### src/rtl/branch_predict_ctrl_pkg.sv
// Shared types and constants for the fetch-side branch predictor.
package bp_pkg;

  typedef enum logic {FSM_IDLE, FSM_FLUSH} state_t;

  localparam logic [1:0] SNT = 2'b00;
  localparam logic [1:0] WNT = 2'b01;
  localparam logic [1:0] WT  = 2'b10;
  localparam logic [1:0] ST  = 2'b11;

  localparam logic [31:0] PC_INC = 32'd4;

  // Word-aligned PCs: the upper bits above the index form the tag.
  function automatic int tag_bits(input int idx_bits);
    return 30 - idx_bits;
  endfunction

endpackage

### src/rtl/branch_predict_ctrl_if.sv
// IF-side prediction, EX-side resolution and redirect/flush bundle.
interface branch_predict_ctrl_if;
  logic [31:0] if_pc;
  logic        pred_taken;
  logic [31:0] pred_target;
  logic        ex_valid;
  logic [31:0] ex_pc;
  logic        ex_is_jump;
  logic        ex_taken;
  logic [31:0] ex_target;
  logic        ex_pred_taken;
  logic [31:0] ex_pred_target;
  logic        redirect_valid;
  logic [31:0] redirect_pc;
  logic        flush;
  logic [31:0] mispredict_cnt;

  modport master (
    output if_pc, ex_valid, ex_pc, ex_is_jump, ex_taken, ex_target,
           ex_pred_taken, ex_pred_target,
    input  pred_taken, pred_target, redirect_valid, redirect_pc, flush,
           mispredict_cnt
  );

  modport slave (
    input  if_pc, ex_valid, ex_pc, ex_is_jump, ex_taken, ex_target,
           ex_pred_taken, ex_pred_target,
    output pred_taken, pred_target, redirect_valid, redirect_pc, flush,
           mispredict_cnt
  );
endinterface

### src/rtl/branch_predict_ctrl_table.sv
// Direct-mapped BHT (2-bit counters) + tagged BTB: async read, sync write.
module bp_table
  import bp_pkg::*;
#(
  parameter int ENTRIES  = 64,
  parameter int IDX_BITS = $clog2(ENTRIES),
  parameter int TAG_W    = tag_bits(IDX_BITS)
) (
  input  logic                clk,
  input  logic                rst,
  input  logic [IDX_BITS-1:0] rd_idx,
  output logic                rd_valid,
  output logic                rd_jump,
  output logic [1:0]          rd_ctr,
  output logic [TAG_W-1:0]    rd_tag,
  output logic [31:0]         rd_target,
  input  logic                wr_en,
  input  logic [IDX_BITS-1:0] wr_idx,
  input  logic                wr_taken,
  input  logic                wr_jump,
  input  logic [TAG_W-1:0]    wr_tag,
  input  logic [31:0]         wr_target
);

  logic [1:0]         ctr    [ENTRIES];
  logic [TAG_W-1:0]   tag    [ENTRIES];
  logic [31:0]        target [ENTRIES];
  logic [ENTRIES-1:0] valid;
  logic [ENTRIES-1:0] jump;
  logic [1:0]         ctr_cur;
  logic [1:0]         ctr_nxt;

  assign rd_valid  = valid[rd_idx];
  assign rd_jump   = jump[rd_idx];
  assign rd_ctr    = ctr[rd_idx];
  assign rd_tag    = tag[rd_idx];
  assign rd_target = target[rd_idx];

  assign ctr_cur = ctr[wr_idx];

  always_comb begin
    ctr_nxt = ctr_cur;
    if (wr_jump)
      ctr_nxt = ST;
    else if (wr_taken)
      ctr_nxt = (ctr_cur == ST) ? ST : ctr_cur + 2'd1;
    else
      ctr_nxt = (ctr_cur == SNT) ? SNT : ctr_cur - 2'd1;
  end

  always_ff @(posedge clk) begin
    if (rst) begin
      for (int i = 0; i < ENTRIES; i++) ctr[i] <= WNT;
      valid <= '0;
    end else if (wr_en) begin
      ctr[wr_idx] <= ctr_nxt;
      if (wr_taken) valid[wr_idx] <= 1'b1;
    end
  end

  // Payload fields are qualified by valid, so they need no reset.
  always_ff @(posedge clk) begin
    if (wr_en && wr_taken) begin
      tag[wr_idx]    <= wr_tag;
      target[wr_idx] <= wr_target;
      jump[wr_idx]   <= wr_jump;
    end
  end

endmodule

### src/rtl/branch_predict_ctrl.sv
// Branch predictor top: same-cycle prediction, mispredict detect, redirect/flush FSM.
module branch_predict_ctrl
  import bp_pkg::*;
#(
  parameter int ENTRIES      = 64,
  parameter int IDX_BITS     = $clog2(ENTRIES),
  parameter int FLUSH_CYCLES = 2
) (
  input logic                 clk,
  input logic                 rst,
  branch_predict_ctrl_if.slave bus
);

  localparam int         TAG_W    = tag_bits(IDX_BITS);
  localparam logic [2:0] CNT_INIT = 3'(FLUSH_CYCLES - 1);

  state_t      state_q, state_d;
  logic [2:0]  cnt_q, cnt_d;
  logic        rv_q, rv_d;
  logic [31:0] rpc_q, rpc_d;
  logic [31:0] mcnt_q, mcnt_d;

  logic                rd_valid, rd_jump;
  logic [1:0]          rd_ctr;
  logic [TAG_W-1:0]    rd_tag;
  logic [31:0]         rd_target;
  logic                hit, upd_en, mispredict;

  bp_table #(.ENTRIES(ENTRIES), .IDX_BITS(IDX_BITS), .TAG_W(TAG_W)) u_table (
    .clk       (clk),
    .rst       (rst),
    .rd_idx    (bus.if_pc[IDX_BITS+1:2]),
    .rd_valid  (rd_valid),
    .rd_jump   (rd_jump),
    .rd_ctr    (rd_ctr),
    .rd_tag    (rd_tag),
    .rd_target (rd_target),
    .wr_en     (upd_en),
    .wr_idx    (bus.ex_pc[IDX_BITS+1:2]),
    .wr_taken  (bus.ex_taken),
    .wr_jump   (bus.ex_is_jump),
    .wr_tag    (bus.ex_pc[31:IDX_BITS+2]),
    .wr_target (bus.ex_target)
  );

  assign hit             = rd_valid && (rd_tag == bus.if_pc[31:IDX_BITS+2]);
  assign bus.pred_taken  = hit && (rd_jump || rd_ctr[1]);
  assign bus.pred_target = bus.pred_taken ? rd_target : bus.if_pc + PC_INC;

  // EX results arriving during recovery belong to squashed instructions.
  assign upd_en     = bus.ex_valid && (state_q == FSM_IDLE);
  assign mispredict = upd_en &&
                      ((bus.ex_taken != bus.ex_pred_taken) ||
                       (bus.ex_taken && (bus.ex_target != bus.ex_pred_target)));

  always_comb begin
    state_d = state_q;
    cnt_d   = cnt_q;
    rv_d    = 1'b0;
    rpc_d   = rpc_q;
    mcnt_d  = mcnt_q;
    case (state_q)
      FSM_IDLE: begin
        if (mispredict) begin
          state_d = FSM_FLUSH;
          cnt_d   = CNT_INIT;
          rv_d    = 1'b1;
          rpc_d   = bus.ex_taken ? bus.ex_target : bus.ex_pc + PC_INC;
          if (mcnt_q != '1) mcnt_d = mcnt_q + 32'd1;
        end
      end
      FSM_FLUSH: begin
        if (cnt_q == 3'd0) state_d = FSM_IDLE;
        else               cnt_d   = cnt_q - 3'd1;
      end
      default: state_d = FSM_IDLE;
    endcase
  end

  always_ff @(posedge clk) begin
    if (rst) begin
      state_q <= FSM_IDLE;
      cnt_q   <= '0;
      rv_q    <= 1'b0;
      rpc_q   <= '0;
      mcnt_q  <= '0;
    end else begin
      state_q <= state_d;
      cnt_q   <= cnt_d;
      rv_q    <= rv_d;
      rpc_q   <= rpc_d;
      mcnt_q  <= mcnt_d;
    end
  end

  assign bus.redirect_valid = rv_q;
  assign bus.redirect_pc    = rpc_q;
  assign bus.flush          = (state_q == FSM_FLUSH);
  assign bus.mispredict_cnt = mcnt_q;

endmodule
### src/flat_wrapper.sv
// flat-port wrapper written by rule: the top's interface ports become plain ports
module branch_predict_ctrl_flat import bp_pkg::*;
#(
  parameter int ENTRIES      = 64,
  parameter int IDX_BITS     = $clog2(ENTRIES),
  parameter int FLUSH_CYCLES = 2
)
  (clk, rst, bus_if_pc, bus_ex_valid, bus_ex_pc, bus_ex_is_jump, bus_ex_taken, bus_ex_target, bus_ex_pred_taken, bus_ex_pred_target, bus_pred_taken, bus_pred_target, bus_redirect_valid, bus_redirect_pc, bus_flush, bus_mispredict_cnt);
  branch_predict_ctrl_if bus_i ();
  input logic clk;
  input logic rst;
  input wire logic [$bits(bus_i.if_pc)-1:0] bus_if_pc;
  input wire logic [$bits(bus_i.ex_valid)-1:0] bus_ex_valid;
  input wire logic [$bits(bus_i.ex_pc)-1:0] bus_ex_pc;
  input wire logic [$bits(bus_i.ex_is_jump)-1:0] bus_ex_is_jump;
  input wire logic [$bits(bus_i.ex_taken)-1:0] bus_ex_taken;
  input wire logic [$bits(bus_i.ex_target)-1:0] bus_ex_target;
  input wire logic [$bits(bus_i.ex_pred_taken)-1:0] bus_ex_pred_taken;
  input wire logic [$bits(bus_i.ex_pred_target)-1:0] bus_ex_pred_target;
  output wire logic [$bits(bus_i.pred_taken)-1:0] bus_pred_taken;
  output wire logic [$bits(bus_i.pred_target)-1:0] bus_pred_target;
  output wire logic [$bits(bus_i.redirect_valid)-1:0] bus_redirect_valid;
  output wire logic [$bits(bus_i.redirect_pc)-1:0] bus_redirect_pc;
  output wire logic [$bits(bus_i.flush)-1:0] bus_flush;
  output wire logic [$bits(bus_i.mispredict_cnt)-1:0] bus_mispredict_cnt;
  assign bus_i.if_pc = bus_if_pc;
  assign bus_i.ex_valid = bus_ex_valid;
  assign bus_i.ex_pc = bus_ex_pc;
  assign bus_i.ex_is_jump = bus_ex_is_jump;
  assign bus_i.ex_taken = bus_ex_taken;
  assign bus_i.ex_target = bus_ex_target;
  assign bus_i.ex_pred_taken = bus_ex_pred_taken;
  assign bus_i.ex_pred_target = bus_ex_pred_target;
  assign bus_pred_taken = bus_i.pred_taken;
  assign bus_pred_target = bus_i.pred_target;
  assign bus_redirect_valid = bus_i.redirect_valid;
  assign bus_redirect_pc = bus_i.redirect_pc;
  assign bus_flush = bus_i.flush;
  assign bus_mispredict_cnt = bus_i.mispredict_cnt;
  branch_predict_ctrl #(.ENTRIES(ENTRIES), .IDX_BITS(IDX_BITS), .FLUSH_CYCLES(FLUSH_CYCLES)) u_core (.clk(clk), .rst(rst), .bus(bus_i));
endmodule
### config.mk
export PLATFORM = sky130hd
export DESIGN_NAME = branch_predict_ctrl_flat
export DESIGN_NICKNAME = d
export VERILOG_FILES = /design/src/rtl/branch_predict_ctrl_pkg.sv /design/src/rtl/branch_predict_ctrl_if.sv /design/src/rtl/branch_predict_ctrl_table.sv /design/src/rtl/branch_predict_ctrl.sv /design/src/flat_wrapper.sv
export SDC_FILE = /design/constraint.sdc
export NUM_CORES = 2
export LEC_CHECK = 0
export CAP_MARGIN = 20
export CORE_MARGIN = 1.5
export CORE_UTILIZATION = 53
export CTS_CLUSTER_DIAMETER = 120
export CTS_CLUSTER_SIZE = 14
export DETAILED_ROUTE_END_ITERATION = 10
export PLACE_DENSITY = 0.72
export SYNTH_ARGS = -nofsm -noshare
export SYNTH_HDL_FRONTEND = slang
export SYNTH_HIERARCHICAL = 1
export SYNTH_SLANG_ARGS = --single-unit
### constraint.sdc
create_clock -name clk -period 5.8 [get_ports clk]
set_input_delay 0.58 -clock clk [delete_from_list [all_inputs] [get_ports clk]]
set_output_delay 0.58 -clock clk [all_outputs]
set_load 0.03 [all_outputs]
After elaboration in Yosys (flattened, before gate mapping)
Memories as Yosys holds them, arrays and structs flattened. Cells that the tools add are included.

Output and inout port bits: 99. Memories: 3. Bits of input ports: 134. RAM bits: 3712. Bits in registers: 197. Bits in latches: 0. Bits in read-only memories: 0.

Muxes and demuxes: 29. Divide/modulo/power cells: 0. Multiply operators: 0. Shift operators: 0. Bitwise logic cells: 2. Magnitude comparators: 3. Add/subtract/negate cells: 6. Eq/ne operators: 7. Reduce and logical (&&, ||, !) cells: 17.

Memory list: u_core.u_table.target (depth 64, width 32, read ports 1, clocked after memory_dff 0, write ports 1, line branch_predict_ctrl_table.sv:27) `logic [31:0] target [ENTRIES];`; u_core.u_table.tag (depth 64, width 24, read ports 1, clocked after memory_dff 0, write ports 1, line branch_predict_ctrl_table.sv:26) `logic [TAG_W-1:0] tag [ENTRIES];`; u_core.u_table.ctr (depth 64, width 2, read ports 2, clocked after memory_dff 0, write ports 64, line branch_predict_ctrl_table.sv:25) `logic [1:0] ctr [ENTRIES];`.

Operator list (count): adder 32 x 3 -> 32 bit, second input constant (2); bitwise mux 64 bit (1); two-way mux 32 bit (2); OR 64 bit (1); adder 32 x 1 -> 32 bit, second input constant (1); != test 32 bit (1); != test 32 bit, second input constant (1); equality test 24 bit (1); less-than comparator 6 x 7 -> 1 bit, second input constant (2); two-way mux 1 bit (13); binary-select mux 1 bit (select 6 bit) (2); two-way mux 2 bit (5); logical AND 1 bit (7); demux 1 bit (select 6 bit) (1); >= comparator 6 x 1 -> 1 bit, second input constant (1); two-way mux 3 bit (2); two-way mux 6 bit (1); case mux 3 bit (2 select lines) (1); AND reduction 2 bit (3); OR reduction 2 bit (2); logical NOT 3 bit (1); AND reduction 3 bit (1); subtractor 3 x 1 -> 3 bit, second input constant (1); adder 2 x 1 -> 2 bit, second input constant (1); other kinds (9) (10).

Depth between registers and ports, before layout
Word-level depth: 7. Depth in mapped cells: 16. Depth with buffers taken out: 11.

By module
Netlist, hierarchy kept.

By module, submodules not included: bp_table (instances 1, cells each 6153, sequential area each 114670.0 µm², area an instance 147990.7 µm²); branch_predict_ctrl (instances 1, cells each 736, sequential area each 1381.3 µm², area an instance 5656.7 µm²).

Least setup slack after synthesis
No wires, ideal clock.

Path kind: input-to-output. Start: input port bus_if_pc[2]. End: output port bus_pred_target[11]. Arrival: 5.013 ns. Cell stages on the path: 14. Data required time: 5.220 ns. Path slack: 0.207 ns. Buffers on the path: 6. Path through: clkbuf_1 buf_2 clkbuf_1 buf_1 mux4_2 mux4_2 mux4_2 xor2_1 nor4_1 nand4_1 nand4b_1 clkbuf_1 clkbuf_1 a21oi_1.

Cells in the longest elaborated chain, start to end: 5. Elaborated cells on any way between the ends: 13. Classes of those cells: add/sub: 1; eq/ne: 1; mux: 5; reduce/logical: 3; memory: 3.

RTL lines: start: declaration (line flat_wrapper.sv:12) `input wire logic [$bits(bus_i.if_pc)-1:0] bus_if_pc;`; memory (64 x 24 bit); net u_core.rd_tag[12] (line branch_predict_ctrl.sv:25) `logic [TAG_W-1:0] rd_tag;`; equality test 24 bit (line branch_predict_ctrl.sv:46) `assign hit = rd_valid && (rd_tag == bus.if_pc[31:IDX_BITS+2]);`; logical AND 1 bit (line branch_predict_ctrl.sv:46); logical AND 1 bit (line branch_predict_ctrl.sv:47) `assign bus.pred_taken = hit && (rd_jump || rd_ctr[1]);`; two-way mux 32 bit (line branch_predict_ctrl.sv:48) `assign bus.pred_target = bus.pred_taken ? rd_target : bus.if_pc + PC_INC;`; end: declaration (line flat_wrapper.sv:21) `output wire logic [$bits(bus_i.pred_target)-1:0] bus_pred_target;`.

The timed path passes the listed nets, and every way through them passes these cells. The select of a mux whose other input is x is not followed.

Worst setup path after layout
Start: input port bus_if_pc[2]. End: output port bus_pred_taken.

Cells in the longest elaborated chain, start to end: 4. Elaborated cells on any way between the ends: 10. Classes of those cells: eq/ne: 1; mux: 4; reduce/logical: 3; memory: 2.

RTL lines: memory (64 x 24 bit); net u_core.rd_tag[6] (line branch_predict_ctrl.sv:25); equality test 24 bit (line branch_predict_ctrl.sv:46); logical AND 1 bit (line branch_predict_ctrl.sv:46); logical AND 1 bit (line branch_predict_ctrl.sv:47); end: declaration (line flat_wrapper.sv:20) `output wire logic [$bits(bus_i.pred_taken)-1:0] bus_pred_taken;`.

The timed path passes the listed nets, and every way through them passes these cells. The select of a mux whose other input is x is not followed.

==> flow_results.xml <==
<?xml version="1.0" encoding="UTF-8"?>
<metrics>
  <group name="run_status">
    <metric name="run_status" unit="">finished clean</metric>
  </group>
  <group name="die">
    <metric name="start_util" unit="">0.533</metric>
    <metric name="coreArea" unit="sq um">288000</metric>
    <metric name="die_y" unit="um">541</metric>
    <metric name="dieArea" unit="sq um">292000</metric>
    <metric name="die_w" unit="um">541</metric>
    <metric name="ioPinCount" unit="">233</metric>
    <metric name="number_of_core_rows" unit="">197</metric>
  </group>
  <group name="clock_tree">
    <metric name="numCtsBuffers" unit="">317</metric>
    <metric name="htree_levels" unit="">5</metric>
    <metric name="post_cts_hold_buffer_count" unit="">2</metric>
    <metric name="cts_setup_buffers" unit="">0</metric>
    <metric name="insertion_delay" unit="ns">0.92</metric>
    <metric name="clkSinkCount" unit="">3909</metric>
    <metric name="cts_buffer_depth" unit="">4</metric>
    <metric name="path_clk_slew" unit="ns">0.07</metric>
    <metric name="cts_resized" unit="">0</metric>
    <metric name="root_buffer" unit="">clkbuf_16</metric>
    <metric name="cts_tree" unit="">yes</metric>
  </group>
  <group name="setup_path">
    <metric name="worst_r2r_path_depth" unit="">5</metric>
    <metric name="worst_setup_path_start_kind" unit="">input port</metric>
    <metric name="worst_ep_required_time" unit="ns">5.22</metric>
    <metric name="setup.worst_path.class" unit="">input port to output port</metric>
    <metric name="r2r_end" unit="">u_core/u_table/target[33][13]</metric>
    <metric name="rrSetupSlack" unit="ns">1.74</metric>
    <metric name="critical_path.endpoint_type" unit="">output port</metric>
    <metric name="reg2reg_from" unit="">u_core/bus.flush</metric>
    <metric name="crit_path_max_fanout" unit="">49</metric>
    <metric name="worstPathArrival" unit="ns">5.21</metric>
  </group>
  <group name="sta">
    <metric name="rsz0062_at_grt" unit="">no</metric>
    <metric name="final_min_period_over_clock_period" unit="">0.999</metric>
    <metric name="setup_viol" unit="">0</metric>
    <metric name="slew_violations" unit="">0</metric>
    <metric name="period_needed" unit="ns">5.79</metric>
    <metric name="final_number_of_hold_violating_endpoints" unit="">0</metric>
    <metric name="fin_skew" unit="ns">0.0295</metric>
    <metric name="worst-slew-pin-transition" unit="ns">1.20</metric>
    <metric name="totalNegativeSetupSlack" unit="ns">0</metric>
    <metric name="relative_slew_slack" unit="">0.195</metric>
    <metric name="max_freq" unit="MHz">173</metric>
  </group>
  <group name="finish">
    <metric name="area_growth_from_synthesis_to_final_layout" unit="%">12.4</metric>
    <metric name="nets" unit="">7526</metric>
    <metric name="fillCellCount" unit="">19300</metric>
    <metric name="regArea" unit="sq um">116000</metric>
    <metric name="multi_input_gate_area" unit="sq um">36000</metric>
    <metric name="layout-drive-gt1-share" unit="">0.298</metric>
    <metric name="final-instance-count-excl-fill" unit="">11300</metric>
  </group>
  <group name="power_and_ir_drop">
    <metric name="powerDensity" unit="nW/um^2">314</metric>
    <metric name="p_leak" unit="nW">53.0</metric>
    <metric name="vdd_drop_max" unit="mV">0.273</metric>
  </group>
  <group name="placed_design">
    <metric name="dp_hpwl" unit="um">249000</metric>
    <metric name="placedCellCount" unit="">10800</metric>
    <metric name="port_buffer_cells" unit="">232</metric>
    <metric name="routabilityCongestion" unit="">0.908</metric>
  </group>
  <group name="min_path">
    <metric name="timing.hold.worst_path_depth" unit="">1</metric>
    <metric name="min_path_type" unit="">input port to register</metric>
    <metric name="timing.hold.worst.start" unit="">bus_ex_target[21]</metric>
    <metric name="min_to" unit="">u_core/u_table/target[12][21]</metric>
  </group>
  <group name="route">
    <metric name="dr_total_vias" unit="">80400</metric>
    <metric name="postRouteAntennaNets" unit="">0</metric>
    <metric name="drt_wl_total" unit="um">458000</metric>
    <metric name="detail_route.first_pass.iterations" unit="">6</metric>
    <metric name="routed_via_density" unit="">7.15</metric>
    <metric name="drt_drc_violations_left" unit="">0</metric>
    <metric name="routedWlPerCell" unit="um">40.7</metric>
    <metric name="violation_count_after_the_first_detailed_route_iteration" unit="">14000</metric>
  </group>
  <group name="job">
    <metric name="max-cap-violations" unit="">0</metric>
  </group>
  <group name="logic_synthesis">
    <metric name="syn_area" unit="sq um">153000</metric>
    <metric name="number_of_nets_produced_by_synthesis" unit="">7007</metric>
    <metric name="post_synth_inst_count" unit="">6868</metric>
    <metric name="post_synth.cell_area_avg" unit="sq um">22.3</metric>
    <metric name="yosys_warnings" unit="">6</metric>
  </group>
  <group name="global_route">
    <metric name="grt-ovfl-total" unit="">0</metric>
    <metric name="grt_start_max_net_pins" unit="">101</metric>
    <metric name="grt_antenna_before_repair" unit="">27</metric>
    <metric name="grt_pass1_vias" unit="">77700</metric>
    <metric name="global_route_wire_length_before_repair" unit="um">624000</metric>
    <metric name="gr-usage-all-layers" unit="">0.312</metric>
  </group>
</metrics>
-- flip-flops by register name, summed over array words and instances (netlist names) --
name and flops:
u_core/u_table/valid 64, u_core/cnt_q 3, u_core/bus.redirect_pc 32, u_core/bus.flush 1, u_core/bus.mispredict_cnt 32, u_core/u_table/tag 1536, u_core/u_table/jump 64, u_core/u_table/target 2048
u_core/u_table/ctr 128, u_core/bus.redirect_valid 1
-- routing by layer --
layer,vias up,wire length (um),global-route usage
li1,29900,-,-
met1,42700,157000,0.430
met2,6684,213000,0.481
met3,1101,61600,0.0657
met4,8,26500,0.150
met5,-,54,0
-- power by group --
group | leakage (nW) | internal [W] | switching [W]
registers | 35.0 | 0.0310 | 0.0000433
logic | 13.9 | 0.00132 | 0.00201
clock network | 4.20 | 0.0102 | 0.00945
total | 53.0 | 0.0425 | 0.0115
-- worst max path at each step --
stage                             from                   to  slack (ns)  cells past startpoint
after global placement    bus_if_pc[2]       bus_pred_taken        0.05                     12
after detailed placement  bus_if_pc[2]       bus_pred_taken        0.14                     12
final                     bus_if_pc[2]       bus_pred_taken       0.006                     12
after global routing      bus_if_pc[2]       bus_pred_taken        0.14                     11
after floorplan           bus_if_pc[2]  bus_pred_target[11]        0.21                     14
after CTS                 bus_if_pc[2]       bus_pred_taken        0.15                     12
-- layout make-up --
class                      instances  share of cell area
sequential                      3909               0.674
multi-input combinational       2551               0.209
clock buffer                     367              0.0484
timing repair buffer             593              0.0391
tap                             3781              0.0275
clock inverter                    17             0.00145
inverter                          15            0.000327
antenna                           19            0.000276
-- placed cells by master (no fill, tap or decap), types with 52 or more instances in the layout --
| cell type | instances |
|---|---|
| a21oi_1 | 67 |
| buf_12 | 164 |
| buf_2 | 61 |
| buf_4 | 228 |
| clkbuf_16 | 327 |
| clkdlybuf4s50_1 | 131 |
| dfxtp_1 | 133 |
| edfxtp_1 | 3776 |
| mux4_2 | 1234 |
| nand2_1 | 185 |
| nand3_1 | 52 |
| nor2_1 | 304 |
| nor2_4 | 64 |
| or2_2 | 57 |
| xor2_1 | 73 |
-- critical path: stages --
cell,delay [ns]
buf_16,0.25
buf_12,0.44
mux4_2,0.57
mux4_2,0.51
mux4_2,0.58
xor2_1,0.22
nor2_1,0.32
and4b_1,0.37
nand4_1,0.14
nor2_1,0.73
buf_4,0.25
buf_12,0.11
-- stage by stage --
stage | instance area, sq um | util | hold slack, ns | setup WS [ns] | total power (W)
floorplan | 153000 | - | 0.435 | 0.207 | 0.0334
global placement | 163000 | 0.568 | 0.443 | 0.0477 | 0.0349
detailed placement | 163000 | 0.568 | 0.454 | 0.145 | 0.0350
CTS | 172000 | 0.598 | 0.0200 | 0.146 | 0.0541
global route | 172000 | 0.598 | 0.0862 | 0.135 | 0.0552
finish | 172000 | 0.599 | 0.0767 | 0.00559 | 0.0540
Power figures use the tool's default switching activity.
